`src/rtl/regfile_pkg.sv`:
```
// Shared definitions for the multi-port register file: default sizing and
// the encoding of the bulk-clear sequencer states.
package regfile_pkg;

    localparam int XLEN_DEF = 32;
    localparam int NREG_DEF = 32;
    localparam int NRD_DEF  = 2;

    typedef enum logic [1:0] {
        CLR_IDLE  = 2'd0,
        CLR_CLEAR = 2'd1,
        CLR_DONE  = 2'd2
    } clr_state_e;

endpackage

```
`src/rtl/regfile_clr_seq.sv`:
```
// Bulk-clear sequencer: walks an index over every register, one per cycle,
// then holds DONE for a single cycle before returning to IDLE.
module regfile_clr_seq
    import regfile_pkg::*;
#(
    parameter  int NREG = NREG_DEF,
    localparam int AW   = $clog2(NREG)
) (
    input  logic          clk,
    input  logic          reset,
    input  logic          clr_req,
    output logic          clr_busy,
    output logic          clr_done,
    output logic          clr_start,
    output logic          clr_strobe,
    output logic [AW-1:0] clr_idx,
    output clr_state_e    state
);

    always_ff @(posedge clk or negedge reset) begin
        if (!reset) begin
            state   <= CLR_IDLE;
            clr_idx <= '0;
        end else begin
            case (state)
                CLR_IDLE: begin
                    if (clr_req) begin
                        state   <= CLR_CLEAR;
                        clr_idx <= '0;
                    end
                end
                CLR_CLEAR: begin
                    clr_idx <= clr_idx + AW'(1);
                    if (clr_idx == AW'(NREG - 1))
                        state <= CLR_DONE;
                end
                CLR_DONE: state <= CLR_IDLE;
                default:  state <= CLR_IDLE;
            endcase
        end
    end

    // clr_start marks the IDLE->CLEAR edge, when the whole scoreboard is wiped.
    assign clr_start  = (state == CLR_IDLE) && clr_req;
    assign clr_strobe = (state == CLR_CLEAR);
    assign clr_done   = (state == CLR_DONE);
    assign clr_busy   = (state != CLR_IDLE);

endmodule

```
`src/rtl/regfile_mp.sv`:
```
// Multi-read-port register file with one write port, same-cycle write
// forwarding, a per-register pending scoreboard and a sequenced bulk clear.
module regfile_mp
    import regfile_pkg::*;
#(
    parameter  int XLEN    = XLEN_DEF,
    parameter  int NREG    = NREG_DEF,
    parameter  int NRD     = NRD_DEF,
    parameter  int ZERO_R0 = 1,
    parameter  int BYPASS  = 1,
    localparam int AW      = $clog2(NREG)
) (
    input  logic                clk,
    input  logic                reset,
    input  logic [NRD*AW-1:0]   rd_addr,
    output logic [NRD*XLEN-1:0] rd_data,
    input  logic                wr_en,
    input  logic [AW-1:0]       wr_addr,
    input  logic [XLEN-1:0]     wr_data,
    input  logic                rsv_en,
    input  logic [AW-1:0]       rsv_addr,
    output logic [NREG-1:0]     pend,
    input  logic                clr_req,
    output logic                clr_busy,
    output logic                clr_done,
    output clr_state_e          clr_state
);

    logic [XLEN-1:0] regs [NREG];
    logic            clr_start;
    logic            clr_strobe;
    logic [AW-1:0]   clr_idx;
    logic            wr_acc;
    logic            rsv_acc;

    regfile_clr_seq #(.NREG(NREG)) u_clr_seq (
        .clk        (clk),
        .reset      (reset),
        .clr_req    (clr_req),
        .clr_busy   (clr_busy),
        .clr_done   (clr_done),
        .clr_start  (clr_start),
        .clr_strobe (clr_strobe),
        .clr_idx    (clr_idx),
        .state      (clr_state)
    );

    // Address 0 is filtered here so neither storage nor pend[0] can ever change.
    assign wr_acc  = wr_en  && !clr_busy && !((ZERO_R0 != 0) && (wr_addr  == '0));
    assign rsv_acc = rsv_en && !clr_busy && !((ZERO_R0 != 0) && (rsv_addr == '0));

    always_ff @(posedge clk or negedge reset) begin
        if (!reset) begin
            for (int i = 0; i < NREG; i++)
                regs[i] <= '0;
        end else if (clr_strobe) begin
            regs[clr_idx] <= '0;
        end else if (wr_acc) begin
            regs[wr_addr] <= wr_data;
        end
    end

    // Reservation is applied after the write so it wins on an address match.
    always_ff @(posedge clk or negedge reset) begin
        if (!reset) begin
            pend <= '0;
        end else if (clr_start) begin
            pend <= '0;
        end else begin
            if (wr_acc)
                pend[wr_addr] <= 1'b0;
            if (rsv_acc)
                pend[rsv_addr] <= 1'b1;
        end
    end

    for (genvar g = 0; g < NRD; g++) begin : g_rd
        logic [AW-1:0]   addr;
        logic [XLEN-1:0] data;

        assign addr = rd_addr[g*AW +: AW];

        always_comb begin
            data = regs[addr];
            if ((BYPASS != 0) && wr_acc && (addr == wr_addr))
                data = wr_data;
            if ((ZERO_R0 != 0) && (addr == '0))
                data = '0;
        end

        assign rd_data[g*XLEN +: XLEN] = data;
    end

endmodule

```
`config.mk`:
```
export PLATFORM = sky130hd
export DESIGN_NAME = regfile_mp
export DESIGN_NICKNAME = d
export VERILOG_FILES = /design/src/rtl/regfile_pkg.sv /design/src/rtl/regfile_clr_seq.sv /design/src/rtl/regfile_mp.sv
export SDC_FILE = /design/constraint.sdc
export NUM_CORES = 2
export LEC_CHECK = 0
export BUFFER_PORTS_ARGS = -buffer_cell sky130_fd_sc_hd__buf_2
export CAP_MARGIN = 20
export CORE_ASPECT_RATIO = 1.1
export CORE_MARGIN = 8
export CORE_UTILIZATION = 40
export DETAILED_ROUTE_END_ITERATION = 10
export GPL_ROUTABILITY_DRIVEN = 0
export PLACE_DENSITY_LB_ADDON = 0.08
export SLEW_MARGIN = 20
export SYNTH_ARGS = -nofsm -noshare
export SYNTH_HDL_FRONTEND = slang
export SYNTH_SLANG_ARGS = --single-unit
export TNS_END_PERCENT = 10
```
`constraint.sdc`:
```
create_clock -name clk -period 3.89 [get_ports clk]
set_clock_uncertainty 0.15 [all_clocks]
set_input_delay 0.778 -clock clk [delete_from_list [all_inputs] [get_ports clk]]
set_output_delay 0.778 -clock clk [all_outputs]
set_load 0.1 [all_outputs]
```
Word-level counts from Yosys, hierarchy flattened --
Index checks and enable logic that the tools add are counted. Widths: inputs -> output; s select.
Storage, ports and cells: register bits 1063, latch bits 0, RAM bits 0, memory bits (read-only) 0, input bits 57, output and inout bits 100, logic and storage cells 116, memories 0
Cells by class: $add $sub $neg 1, $mul 0, divide/modulo/power cells 0, $lt $le $gt $ge 10, eq/ne operators 7, shift-type cells 0, mux-type cells 30, bitwise operators 9, reduce and logical (&&, ||, !) cells 24
Operators with widths (count):
- $mux 1024 | 2
- $and 1024x1024->1024 | 1
- $bwmux 1024 | 1
- $not 1024->1024 | 1
- $mux 32 | 14
- $bmux 32 s5 | 2
- $demux 32 s5 | 2
- $and 32x32->32 | 1
- $not 32->32 | 1
- $or 32x32->32 | 1
- $ge 6x6->1 const B | 4
- $not 5->6 | 4
- $logic_not 5->1 | 4
- $lt 5x6->1 const B | 2
- $lt 6x1->1 const B | 2
- $logic_and 1x1->1 | 11
- $demux 1 s5 | 2
- $eq 5x5->1 | 2
- $ge 5x1->1 const B | 2
- $pmux 5 s2 | 1
- $reduce_bool 2->1 | 3
- $add 5x1->5 const B | 1
- $eq 5x5->1 const B | 1
- $mux 5 | 1
- other kinds (10) | 15

Logic depth before layout (Yosys ltp) --
depth in word-level cells 11, mapped depth 9, mapped depth without buffers 5

Hierarchy --
Synthesis repeated with hierarchy kept, for this count alone.
Unflattened totals: cell total of the unflattened synthesis 4284, area, all modules 55648.4 µm²
By module, submodules not included:
- regfile_mp | instances 1, cells each 4254, area an instance 55303.0 µm², seq. area each 26425.3 µm²
- regfile_clr_seq | instances 1, cells each 30, area an instance 345.3 µm², seq. area each 175.2 µm²

Worst setup path before layout --
No wires, ideal clock.
path kind input to output, start point in wr_addr[2], end point out rd_data[60], data arrival time 4438 ps, data required time 2962 ps, path slack -1476 ps, stages 7, path buffers 3, path through buf_4 or3_1 buf_2 o311ai_4 o21ai_2 buf_2 o311ai_1
Between the ends: longest elaborated chain between the ends 6, elaborated cells between the ends (all ways) 7
Ends and longest elaborated chain:
- from (decl) | RTL line regfile_mp.sv:18 | input logic [AW-1:0] wr_addr,
- $logic_not 5->1 | RTL line regfile_mp.sv:49 | assign wr_acc = wr_en && !clr_busy && !((ZERO_R0 != 0) && (wr_addr == '0));
- $logic_not 1->1 | RTL line regfile_mp.sv:49
- $logic_and 1x1->1 | RTL line regfile_mp.sv:49
- $logic_and 1x1->1 (*) | RTL line regfile_mp.sv:85 | if ((BYPASS != 0) && wr_acc && (addr == wr_addr))
- $mux 32 (*) | RTL line regfile_mp.sv:85
- $mux 32 (*) | RTL line regfile_mp.sv:87 | if ((ZERO_R0 != 0) && (addr == '0))
- to (decl) | RTL line regfile_mp.sv:16 | output logic [NRD*XLEN-1:0] rd_data,
Every way passes the cells marked *; elsewhere a longest branch is shown, timed or not.

Worst setup path after layout --
start point in wr_addr[3], end point out rd_data[20]
Same word-level chain as after synthesis.

==> results_dict.tcl <==
set metrics [dict create \
    die_h_microns 407.2 \
    tightest_slew_ns 1.128 \
    antenna_found_initial 12 \
    drt_first_pass_iters 8 \
    max_stage_delay_ns 0.59 \
    cts_buffers 119 \
    max_cap_viol_count 0 \
    avgSynthCellArea_sq_um 12.86 \
    r2r_cells 8 \
    clkLatencyLatePin_ns 0.75 \
    synth_edf_count 0 \
    syn2layout_area_growth_pct 25.74 \
    hpwl_microns 170000 \
    nNetsFinal 4799 \
    period_minus_slack_ns 4.160 \
    stdcell_area_sq_mm 0.06999 \
    core_sq_mm 0.1381 \
    post-route-period-util_pct 106.9 \
    required_ns 2.96 \
    vias 47200 \
    synth-seq-cells 1063 \
    globalRouteTotalUtil_pct 34.74 \
    crit_path_frequent_cell "buf_12" \
    die_x_microns 371.7 \
    postPlaceCellArea_sq_mm 0.06425 \
    synthFlopType "dfrtp_1" \
    status "finished with violations" \
    ir_drop_uv 355.3 \
    netlist_instances 4327 \
    postRouteWirelength_microns 269200 \
    grt_pass1_vias 47050 \
    yosys_warnings 0 \
    rsz0062_at_grt "yes" \
    grt_pass1_wl_microns 378300 \
    cts.sinks 1063 \
    synth_area_sq_mm 0.05566 \
    final_common_cell "dfrtp_1" \
    critPathMaxFanout 5 \
    drv_slew 0 \
    min_path_cells 3 \
    wl_per_cell_microns 40.50 \
    min_path_type "input pin to flip-flop" \
    hold_viol 0 \
    worst_setup_path_start_kind "input pin" \
    drive_gt1_share_pct 34.80 \
    dieArea_sq_mm 0.1514 \
    route.detailed.drc 0 \
    crit_arrival_ns 3.23 \
    cts_max_path_buffers 3 \
    setup_viol 52 \
    violations "setup timing" \
    clk_pin_slew_worst_paths_ns 0.06 \
    path_class "input pin to output pin" \
    layout_common_cells "dfrtp_1, a22o_1, buf_4" \
    floorplan.initialDensity_pct 40.30 \
    relSlewSlack_pct 24.63 \
    fmax_mhz 240.4 \
    synth_cell_types 75 \
    detail-route-antenna-nets 0 \
    multi_input_area_sq_mm 0.02787 \
    tns_ns -4.802 \
    syn_nets 4389 \
    dp_slack_ns -0.8062 \
    fillers 11990 \
    power_density_mw_per_mm2 526.4 \
    drtIter0Drc 6273 \
    worst_path_max_delay_cell "o211ai_1" \
    ioPinCount 157 \
    grt.overflow.total 0 \
    critPathCaptureType "output pin" \
    p_leak_nw 31.56 \
    num_antenna_cells 0 \
    via_per_inst 7.102 \
    io_buffers 156 \
    cts_tree "yes" \
    grt_max_degree 112 \
    htree_levels 3 \
    synth_seq_area_share_pct 47.79 \
    async_reset_ff_share_pct 100.0 \
    regArea_sq_mm 0.02660 \
    path_cells "buf_2, or3_4, buf_6, o31ai_4, or4_4, buf_12, nand2_2, o211ai_1, buf_4, buf_12" \
    rows 143 \
    clock-root-buffer "clkbuf_16" \
    setup_ws_ns -0.2698 \
]
metal layers:
metal / vias to the layer above / part of all wire (%) / GRT usage [%]
met4: 8 / 5.5 / 16.73
li1: 18160 / - / -
met1: 24800 / 40 / 47.21
met5: - / 0.020 / 0
met2: 3485 / 42 / 49.36
met3: 747 / 12 / 12.21
final timing paths:
check | end | startpoint | slack, ns
max in group asynchronous | regs[981]$_DFFE_PN0P_ | reset | 1.92
worst max register to register | regs[285]$_DFFE_PN0P_ | u_clr_seq.state[1]$_DFFE_PN0P_ | 0.66
worst min register to register | pend[0]$_DFF_PN0_ | pend[0]$_DFF_PN0_ | 0.33
worst max-delay path | rd_data[20] | wr_addr[3] | -0.27
min in group asynchronous | regs[55]$_DFFE_PN0P_ | reset | 0.40
worst min-delay path | pend[7]$_DFF_PN0_ | rsv_addr[1] | 0.17
state kept, by name, indices dropped and copies added, names as in the netlist:
signal	cells
regs	1024
pend	32
u_clr_seq.state	2
u_clr_seq.clr_idx	5
area by class of cell:
type / count / area share (%)
multi-input combinational: 2678 / 39.82
inverter: 14 / 0.08045
clock inverter: 38 / 0.8027
tap: 1812 / 3.239
timing repair buffer: 861 / 12.92
clock buffer: 180 / 5.131
sequential: 1063 / 38.01
kinds of logic after synthesis:
kind of cell / share of synthesized area, %
flops: 47.79
simple gates: 4.419
buf+inv: 4.635
xor+xnor: 0.1574
fa+ha+maj: 0.1124
mux: 20.46
compound gates: 22.42
worst max-delay path, delay by kind of cell:
family	cells	cell delay [ns]
AO/OA/AOI/OAI	2	0.88
AND/OR/NAND/NOR	3	0.72
buffers and inverters	5	0.84
stage by stage:
step                instances  hold WS, ns  utilization [%]  total power [mW]
floorplan                4327       0.3166                -             19.79
global placement         6380       0.3193            46.51             24.19
detailed placement       6380       0.3163            46.51             24.24
CTS                      6643       0.1269            50.35             36.58
global route             6646       0.1744            50.67             37.84
finish                   6646       0.1715            50.67             36.84
power breakdown:
part | switching [mW] | total (mW) | internal (mW)
Clock | 4.98 | 12.2 | 7.19
Sequential | 1.52 | 14.3 | 12.8
Combinational | 5.95 | 10.3 | 4.39
cell usage after synthesis, drive strengths merged (4+ instances only):
library cell,n,area [sq um]
dfrtp,1063,26600
a22o,1006,8811
clkbuf,419,1574
mux4,363,8175
mux2i,257,2572
buf,154,953.4
o22ai,98,613.1
o21ai,93,473.0
nor2,92,347.8
a21oi,90,450.4
nor3,64,320.3
nand2,61,229.0
a221oi,58,508.0
mux2,57,641.9
a22oi,46,345.3
and2,42,262.8
nor2b,33,206.5
nor4,32,272.8
a211oi,28,210.2
nand3,24,120.1
nand2b,23,143.9
a221o,19,190.2
o211ai,19,142.6
and4,15,131.4
a31oi,13,81.33
inv,12,45.04
and3,11,68.82
nor3b,11,98.84
o22a,11,96.34
xnor2,9,78.83
a211o,8,70.07
nand4,8,50.05
a2111oi,7,61.31
a311o,6,60.06
or2,6,37.54
and3b,5,43.79
ha,5,62.56
o311a,5,50.05
or3,5,31.28
a21o,4,30.03
o21a,4,30.03
o221ai,4,35.03
o311ai,4,52.56
o31ai,4,43.79
repair_timing:
action	4_1_cts	5_1_grt
cloned	5	0
resized for setup	146	90
hold endpoints to repair	34	0
setup buffers	43	4
pin swaps	30	10
endpoints found under the setup margin	64	62
hold buffers	1	0
Note: power is estimated with default switching activity, not from simulation.
